**src/rtl/babbage_engine_gen_if.sv**
```systemverilog
// Handshake, config and result bundle for the finite-difference engine.
// master = control side (start/config), slave = engine side.
interface babbage_engine_gen_if #(
    parameter int W  = 20,
    parameter int NW = 6,
    parameter int AW = 2
);
    logic          start;
    logic          stream;
    logic [NW-1:0] n;
    logic          cfg_we;
    logic [AW-1:0] cfg_addr;
    logic [W-1:0]  cfg_data;
    logic          ready;
    logic          busy;
    logic          done_tick;
    logic [W-1:0]  out;
    logic          ovf;
    logic          stream_tick;
    logic [W-1:0]  stream_data;

    modport master (
        output start, stream, n, cfg_we, cfg_addr, cfg_data,
        input  ready, busy, done_tick, out, ovf, stream_tick, stream_data
    );

    modport slave (
        input  start, stream, n, cfg_we, cfg_addr, cfg_data,
        output ready, busy, done_tick, out, ovf, stream_tick, stream_data
    );
endinterface

```
**src/rtl/babbage_engine_gen.sv**
```systemverilog
// Runtime-programmable finite-difference engine: f(n) from a loaded difference table, adds only.
// Latency n+2 cycles from accepted start to done_tick; no backpressure, start accepted only while ready.
module babbage_engine_gen #(
    parameter int W     = 20,
    parameter int ORDER = 3,
    parameter int NW    = 6,
    parameter int AW    = 2
) (
    input  logic                clk,
    input  logic                reset,
    babbage_engine_gen_if.slave bus
);
    typedef enum logic [1:0] {IDLE, OP, DONE} state_t;

    state_t        state, state_nxt;
    logic [W-1:0]  init_q [ORDER+1];
    logic [W-1:0]  d_q    [ORDER+1];
    logic [W:0]    sum_w  [ORDER];
    logic [NW-1:0] cnt;
    logic [NW-1:0] n_reg;
    logic          stream_reg;
    logic [W-1:0]  out_q;
    logic          ovf_q;
    logic          carry_any;
    logic          last;

    // One extra bit per adder exposes the carry-out that feeds the sticky ovf.
    always_comb begin
        sum_w     = '{default: '0};
        carry_any = 1'b0;
        for (int k = 0; k < ORDER; k++) begin
            sum_w[k]  = {1'b0, d_q[k]} + {1'b0, d_q[k+1]};
            carry_any = carry_any | sum_w[k][W];
        end
    end

    assign last = (cnt == n_reg);

    always_comb begin
        state_nxt = state;
        case (state)
            IDLE:    if (bus.start) state_nxt = OP;
            OP:      if (last)      state_nxt = DONE;
            DONE:                   state_nxt = IDLE;
            default:                state_nxt = IDLE;
        endcase
    end

    always_ff @(posedge clk or posedge reset) begin
        if (reset) state <= IDLE;
        else       state <= state_nxt;
    end

    always_ff @(posedge clk or posedge reset) begin
        if (reset) begin
            for (int k = 0; k <= ORDER; k++) begin
                init_q[k] <= '0;
                d_q[k]    <= '0;
            end
            cnt        <= '0;
            n_reg      <= '0;
            stream_reg <= 1'b0;
            out_q      <= '0;
            ovf_q      <= 1'b0;
        end else begin
            case (state)
                IDLE: begin
                    // Addresses above ORDER match no entry and are dropped.
                    for (int k = 0; k <= ORDER; k++)
                        if (bus.cfg_we && bus.cfg_addr == AW'(k))
                            init_q[k] <= bus.cfg_data;
                    if (bus.start) begin
                        for (int k = 0; k <= ORDER; k++)
                            d_q[k] <= init_q[k];
                        cnt        <= '0;
                        n_reg      <= bus.n;
                        stream_reg <= bus.stream;
                        ovf_q      <= 1'b0;
                    end
                end
                OP: begin
                    if (last) begin
                        out_q <= d_q[0];
                    end else begin
                        for (int k = 0; k < ORDER; k++)
                            d_q[k] <= sum_w[k][W-1:0];
                        cnt <= cnt + 1'b1;
                        if (carry_any) ovf_q <= 1'b1;
                    end
                end
                default: ;
            endcase
        end
    end

    assign bus.ready       = (state == IDLE);
    assign bus.busy        = (state == OP) || (state == DONE);
    assign bus.done_tick   = (state == DONE);
    assign bus.out         = out_q;
    assign bus.ovf         = ovf_q;
    assign bus.stream_tick = (state == OP) && stream_reg;
    assign bus.stream_data = d_q[0];
endmodule

```
**src/flat_wrapper.sv**
```systemverilog
// flat-port wrapper written by rule: the top's interface ports become plain ports
module babbage_engine_gen_flat 
#(
    parameter int W     = 20,
    parameter int ORDER = 3,
    parameter int NW    = 6,
    parameter int AW    = 2
)
  (clk, reset, bus_start, bus_stream, bus_n, bus_cfg_we, bus_cfg_addr, bus_cfg_data, bus_ready, bus_busy, bus_done_tick, bus_out, bus_ovf, bus_stream_tick, bus_stream_data);
  babbage_engine_gen_if #(.W(W), .NW(NW), .AW(AW)) bus_i ();
  input  logic clk;
  input  logic reset;
  input wire logic [$bits(bus_i.start)-1:0] bus_start;
  input wire logic [$bits(bus_i.stream)-1:0] bus_stream;
  input wire logic [$bits(bus_i.n)-1:0] bus_n;
  input wire logic [$bits(bus_i.cfg_we)-1:0] bus_cfg_we;
  input wire logic [$bits(bus_i.cfg_addr)-1:0] bus_cfg_addr;
  input wire logic [$bits(bus_i.cfg_data)-1:0] bus_cfg_data;
  output wire logic [$bits(bus_i.ready)-1:0] bus_ready;
  output wire logic [$bits(bus_i.busy)-1:0] bus_busy;
  output wire logic [$bits(bus_i.done_tick)-1:0] bus_done_tick;
  output wire logic [$bits(bus_i.out)-1:0] bus_out;
  output wire logic [$bits(bus_i.ovf)-1:0] bus_ovf;
  output wire logic [$bits(bus_i.stream_tick)-1:0] bus_stream_tick;
  output wire logic [$bits(bus_i.stream_data)-1:0] bus_stream_data;
  assign bus_i.start = bus_start;
  assign bus_i.stream = bus_stream;
  assign bus_i.n = bus_n;
  assign bus_i.cfg_we = bus_cfg_we;
  assign bus_i.cfg_addr = bus_cfg_addr;
  assign bus_i.cfg_data = bus_cfg_data;
  assign bus_ready = bus_i.ready;
  assign bus_busy = bus_i.busy;
  assign bus_done_tick = bus_i.done_tick;
  assign bus_out = bus_i.out;
  assign bus_ovf = bus_i.ovf;
  assign bus_stream_tick = bus_i.stream_tick;
  assign bus_stream_data = bus_i.stream_data;
  babbage_engine_gen #(.W(W), .ORDER(ORDER), .NW(NW), .AW(AW)) u_core (.clk(clk), .reset(reset), .bus(bus_i));
endmodule
```
**config.mk**
```make
export PLATFORM = sky130hd
export DESIGN_NAME = babbage_engine_gen_flat
export DESIGN_NICKNAME = d
export VERILOG_FILES = /design/src/rtl/babbage_engine_gen_if.sv /design/src/rtl/babbage_engine_gen.sv /design/src/flat_wrapper.sv
export SDC_FILE = /design/constraint.sdc
export NUM_CORES = 1
export LEC_CHECK = 0
export ABC_AREA = 1
export CORE_ASPECT_RATIO = 1.25
export CORE_MARGIN = 1
export CORE_UTILIZATION = 54
export CTS_CLUSTER_SIZE = 20
export DETAILED_ROUTE_END_ITERATION = 12
export PLACE_DENSITY = 0.86
export SYNTH_ARGS = -nofsm -noshare
export SYNTH_HDL_FRONTEND = slang
export SYNTH_SLANG_ARGS = --single-unit
```
**constraint.sdc**
```tcl
create_clock -name clk -period 7.2 [get_ports clk]
set_input_delay 2.16 -clock clk [delete_from_list [all_inputs] [get_ports clk]]
set_output_delay 2.16 -clock clk [all_outputs]
set_load 0.005 [all_outputs]
```
==> results of run 1 <==
-- worst max-delay path, delay by kind of cell --
family          cells  cell delay, ns
buf+inv             3            1.71
simple gates        3            0.63
compound gates      2            0.38
-- cells in the mapped netlist, drive strengths merged --
master	n	area share, %
nor4	2	0.11
o21a	3	0.19
o21ai	123	5.3
a31oi	8	0.81
and2	6	0.32
nor2	141	4.6
nand2	425	14
inv	123	4.0
o22ai	2	0.11
or2	2	0.11
a21oi	161	7.0
a22oi	6	0.39
ha	64	6.9
a21o	1	0.065
dfrtp	196	42
nand3	71	3.2
clkinv	1	0.032
fa	3	0.52
nand3b	16	1.0
o31ai	3	0.19
clkbuf	32	1.0
mux2	26	2.5
xor2	10	0.76
nor3b	1	0.065
buf	38	2.5
nand4	9	0.49
o21bai	9	0.58
nor3	7	0.30
xnor2	7	0.53
-- cells by family after synthesis --
logic type      Yosys count
simple gates            680
buf+inv                 194
flops                   196
mux                      26
compound gates          316
xor+xnor                 17
fa+ha+maj                67
-- worst max-delay path by stage --
| stage | start | end | slack, ns | cells past startpoint |
|---|---|---|---|---|
| 5_1_grt | bus_start | u_core.bus.stream_data[2] | 2.48 | 8 |
| 2_1_floorplan | reset | u_core.bus.out[0] | 2.51 | 1 |
| 6_report | bus_start | u_core.d_q[49] | 2.65 | 8 |
| 3_5_place_dp | bus_start | u_core.bus.stream_data[3] | 2.30 | 8 |
| 4_1_cts | u_core.state[1] | bus_stream_tick | 2.72 | 6 |
| 3_3_place_gp | bus_start | u_core.bus.stream_data[2] | 2.39 | 8 |
-- metal layers --
layer  vias up  GRT usage, %
met2       386          48.8
li1       4975             -
met4         0          10.7
met3        66          4.12
met1      4881          33.8
met5         -             0
-- per-stage QoR --
step	utilization, %	total power, mW	hold slack (ns)
floorplan	-	4.93	0.449
global placement	59.1	5.72	0.461
detailed placement	59.1	5.87	0.464
CTS	61.8	6.87	0.483
global route	61.8	7.52	0.498
finish	61.8	6.92	0.477
-- power by group --
group / switching (mW) / internal (mW) / leakage (nW) / total [mW]
registers: 0.414 / 1.61 / 2.44 / 2.02
clock network: 0.430 / 0.521 / 0.277 / 0.951
logic: 2.43 / 1.52 / 3.60 / 3.95
total: 3.27 / 3.65 / 6.32 / 6.92
-- final cells by class --
| cell class | instances | area (sq um) | share of cell area (%) |
|---|---|---|---|
| Timing Repair Buffer | 84 | 836 | 6.47 |
| Clock inverter | 11 | 125 | 0.969 |
| Clock buffer | 20 | 447 | 3.46 |
| Multi-Input combinational cell | 1106 | 5790 | 44.8 |
| Inverter | 124 | 469 | 3.63 |
| Tap cell | 274 | 343 | 2.66 |
| Sequential cell | 196 | 4900 | 38.0 |
==> impl_metrics.ini, run 1 <==
[placed_design]
portBuffers = 77
hpwl_um = 20700
dp_slack_ns = 2.30
place_area_sq_um = 12300
place_congestion = 0.937
place_inst = 1784

[cells_and_area]
nFillCells = 1813
largest_register_ffs = 80
layout_commonest_cell = nand2_1
diodes = 0
reg_top3 = u_core.init_q: 80 flops, u_core.d_q: 60 flops
regMostFlops = u_core.init_q
fin_nets = 1629
final_area_sq_um = 12900
drive_gt1_share_pct = 5.00
finalNonFillerCells = 1815
layout_common_cells = 424 x nand2_1, 196 x dfrtp_1, 160 x a21oi_1, 140 x nor2_1, 122 x o21ai_0
area_growth_pct = 11.7

[clock_tree]
worst_skew_pair.late_latency_ns = 0.45
root_buffer = clkbuf_16
post_cts_buffers = 0
htreeDepth = 4
cts_resized = 0
cts_made_buffers = 17
ctsLongestPathBuffers = 2
cts_tree = built
cts.sinks = 196
postCtsHoldBufs = 0
clk_pin_slew_ns = 0.07

[run_status]
outcome = finished clean

[min_path]
min_to = u_core.bus.out[2]
hold_path.class = flop to flop
hp-start = u_core.bus.out[2]
hold_path_depth = 2

[floorplan]
num_io_pins = 78
core-area_sq_um = 20900
die_w_um = 133
rows = 59
die_h_um = 166
die_area_sq_um = 22000
start_util_pct = 55.3

[synth]
syn_area_sq_um = 11600
syn_nets = 1596
yosysWarnings = 0
syn_avg_cell_area_sq_um = 7.73
yosys.area_share.simple_pct = 24.1
synthMuxAreaShare_pct = 2.53
ys_seq_elements = 196
synthAdderAreaFrac_pct = 7.45
netlist_instances = 1496
yosysUniqueCellTypes = 39
synth_top_family_by_area = simple AND/OR/NAND/NOR gates
seq_area_frac_synth_pct = 42.4
synth_compound_area_share_pct = 14.7
synth_xor_area_share_pct = 1.29

[timing]
finalHoldViolations = 0
relSlewSlack_pct = 21.1
maxSlewViolCount = 0
worst_pin_slew_ns = 1.18
fin_crit_ns = 4.55
fmaxAchievable_mhz = 220
rsz0062_at_grt = false
fin_ws_ns = 2.65
worst_clock_skew_ns = 0.0121
setup_tns_ns = 0
finalSetupViolations = 0
fin_crit_sh_pct = 63.1

[critical_path]
rr_endpoint = u_core.d_q[49]
critPathRequiredTime_ns = 7.55
r2r-start = u_core.state[1]
critPathArrivalTime_ns = 4.90
cp_max_fo = 69
crit_chain = clkdlybuf4s50_1 -> nor2_1 -> a21oi_1 -> nand2_4 -> inv_2 -> buf_4 -> nor2_1 -> a21oi_1
endpoint_kind = flop
r2r.worst_path.cells = 9
worstSetupPathType = input port to flop
slowest_stage = inv_2
cpPeakStageDelay_ns = 0.71
crit_path_start_kind = input port
r2r_slack_ns = 3.60

[route]
route.met3.wl_um = 1740
antenna_left = 0
dr.pass1.iters = 6
via_per_inst = 5.68
wl_met2_um = 14600
vias = 10300
highest_layer = met4
wl_per_cell_um = 16.1
drt_iter0_drc = 820
wirelength_um = 29200
drt-met1-wl_um = 12000
drc = 0

[global_routing]
grt_max_degree = 167
grt_util_all_layers_pct = 27.5
grt_pass1_vias = 9896
grt_pass1_wl_um = 47800
antenna_found_initial = 0
grt-ovfl-total = 0

[power_and_ir_drop]
p_leak_nw = 6.32
ir_worst_vdd_v = 0.000231
power_density_nw_per_um2 = 536

[job]
cap_violations = 0
Note: power is estimated with default switching activity, not from simulation.
==> inputs of run 2 (changes only) <==
--- a/config.mk
+++ b/config.mk
@@ -8,10 +8,10 @@
 export ABC_AREA = 1
 export CORE_ASPECT_RATIO = 1.25
 export CORE_MARGIN = 1
-export CORE_UTILIZATION = 54
+export CORE_UTILIZATION = 60
 export CTS_CLUSTER_SIZE = 20
 export DETAILED_ROUTE_END_ITERATION = 12
-export PLACE_DENSITY = 0.86
+export PLACE_DENSITY = 0.9
 export SYNTH_ARGS = -nofsm -noshare
 export SYNTH_HDL_FRONTEND = slang
 export SYNTH_SLANG_ARGS = --single-unit
==> constraint.sdc (replaced) <==
create_clock -name clk -period 4.72 [get_ports clk]
set_input_delay 1.416 -clock clk [delete_from_list [all_inputs] [get_ports clk]]
set_output_delay 1.416 -clock clk [all_outputs]
set_load 0.005 [all_outputs]
==> run 2 against run 1 <==
  * Via count rose by 0.81%
  * Clock power is 55% higher
  * Critical path type is now flop to output pin
  * Flip-flop and latch count unchanged
  * Sequential share of layout area fell by 0.081 points
  * Clock skew increased by 0.0012 ns
==> impl_metrics.ini, run 2 (same netlist as run 1, synthesis figures left out) <==
[job]
cap_violations = 0

[clock_tree]
htreeDepth = 4
cts.sinks = 196
root_buffer = clkbuf_16
postCtsHoldBufs = 0
post_cts_buffers = 0
worst_skew_pair.late_latency_ns = 0.44
clk_pin_slew_ns = 0.07
cts_tree = built
ctsLongestPathBuffers = 2
cts_made_buffers = 17
cts_resized = 0

[cells_and_area]
fin_nets = 1632
area_growth_pct = 11.9
reg_top3 = u_core.init_q: 80 flops, u_core.d_q: 60 flops
final_util_pct = 68.6
drive_gt1_share_pct = 5.18
diodes = 0
nFillCells = 1465
regMostFlops = u_core.init_q
final_area_sq_um = 12900
largest_register_ffs = 80
layout_commonest_cell = nand2_1
layout_common_cells = 424 x nand2_1, 196 x dfrtp_1, 160 x a21oi_1, 140 x nor2_1, 122 x o21ai_0

[critical_path]
endpoint_kind = output pin
cp_max_fo = 4
cpPeakStageDelay_ns = 0.56
crit_chain = inv_1 -> ha_1 -> clkdlybuf4s50_1
critPathArrivalTime_ns = 1.80
crit_path_start_kind = flop
path_buf_inv = 2
slowest_stage = clkdlybuf4s50_1
worstSetupPathType = flop to output pin
crit_family = buffers and inverters
critPathRequiredTime_ns = 3.30

[route]
dr.pass1.iters = 6
drc = 0
wirelength_um = 29600
drt-met1-wl_um = 12200
highest_layer = met4
wl_met2_um = 14700
antenna_left = 0
via_per_inst = 5.85
drt_iter0_drc = 1057
wl_per_cell_um = 16.7
route.met3.wl_um = 1830
vias = 10400

[placed_design]
portBuffers = 77
dp_slack_ns = 1.16
place_area_sq_um = 12300
hpwl_um = 21000
place_congestion = 0.950

[timing]
setup_tns_ns = 0
worst_pin_slew_ns = 1.24
fin_ws_ns = 1.51
fmaxAchievable_mhz = 311
rsz0062_at_grt = false
finalHoldViolations = 0
relSlewSlack_pct = 17.3
fin_crit_sh_pct = 68.1
finalSetupViolations = 0
fin_crit_ns = 3.21
worst_clock_skew_ns = 0.0133
maxSlewViolCount = 0

[floorplan]
core-area_sq_um = 18800
start_util_pct = 61.3
num_io_pins = 78
rows = 56
die_w_um = 126
die_area_sq_um = 19800
die_h_um = 157

[global_routing]
grt-ovfl-total = 0
grt_pass1_wl_um = 48400
grt_pass1_vias = 10100
antenna_found_initial = 0
grt_max_degree = 113
grt_util_all_layers_pct = 31.0

[power_and_ir_drop]
p_leak_nw = 6.36
ir_worst_vdd_v = 0.000344
p_total_mw = 10.7
power_density_nw_per_um2 = 824

[min_path]
hold_path.class = flop to flop

[run_status]
outcome = finished clean
[run 2: changes by cell type in the layout (fill, tap and decap cells not counted)]
cell      before  now
clkbuf_8       1    2
clkinv_2       3    2
buf_16         0    1
buf_12         1    3
clkbuf_1       2    3
[run 2: through the flow]
stage	hold WS, ns	instances
floorplan	0.449	1496
global placement	0.461	1744
detailed placement	0.464	1744
CTS	0.483	1776
global route	0.499	1777
finish	0.478	1777
[run 2: final timing paths]
| path | end | from | cells after the start | slack [ns] |
|---|---|---|---|---|
| max in group asynchronous | u_core.init_q[37] | reset | 3 | 2.45 |
| min in group asynchronous | u_core.bus.out[8] | reset | 2 | 1.33 |
| min | u_core.bus.out[9] | u_core.bus.out[9] | 2 | 0.48 |
| max | bus_ready | u_core.state[0] | 3 | 1.51 |
| max reg2reg | u_core.bus.stream_data[18] | u_core.state[1] | 8 | 1.85 |
| min reg2reg | u_core.bus.out[9] | u_core.bus.out[9] | 2 | 0.48 |
[run 2: power by group]
part | total (mW) | switching (mW) | internal (mW)
Combinational | 6.08 | 3.73 | 2.35
Clock | 1.47 | 0.658 | 0.814
Sequential | 3.12 | 0.661 | 2.45
[run 2: metal layers]
layer	vias up	global-route usage (%)
li1	4980	-
met1	4912	38.8
met2	422	53.3
met3	78	4.79
met4	0	13.6
met5	-	0
[run 2: final cells by class]
| class | instances | area (sq um) | share of cell area, % |
|---|---|---|---|
| tap | 232 | 290 | 2.24 |
| multi-input combinational | 1106 | 5790 | 44.7 |
| sequential | 196 | 4900 | 37.9 |
| timing repair buffer | 87 | 903 | 6.98 |
| inverter | 124 | 469 | 3.63 |
| clock inverter | 10 | 120 | 0.928 |
| clock buffer | 22 | 464 | 3.59 |
[run 2: worst register-to-register path, stage by stage, from the launching register on]
cell and delay, ns:
dfrtp_1 0.39, inv_1 0.11, ha_2 0.21, buf_4 0.53
nand3_4 0.41, nand2_4 0.16, buf_4 0.60, a21oi_1 0.18
a21oi_1 0.20
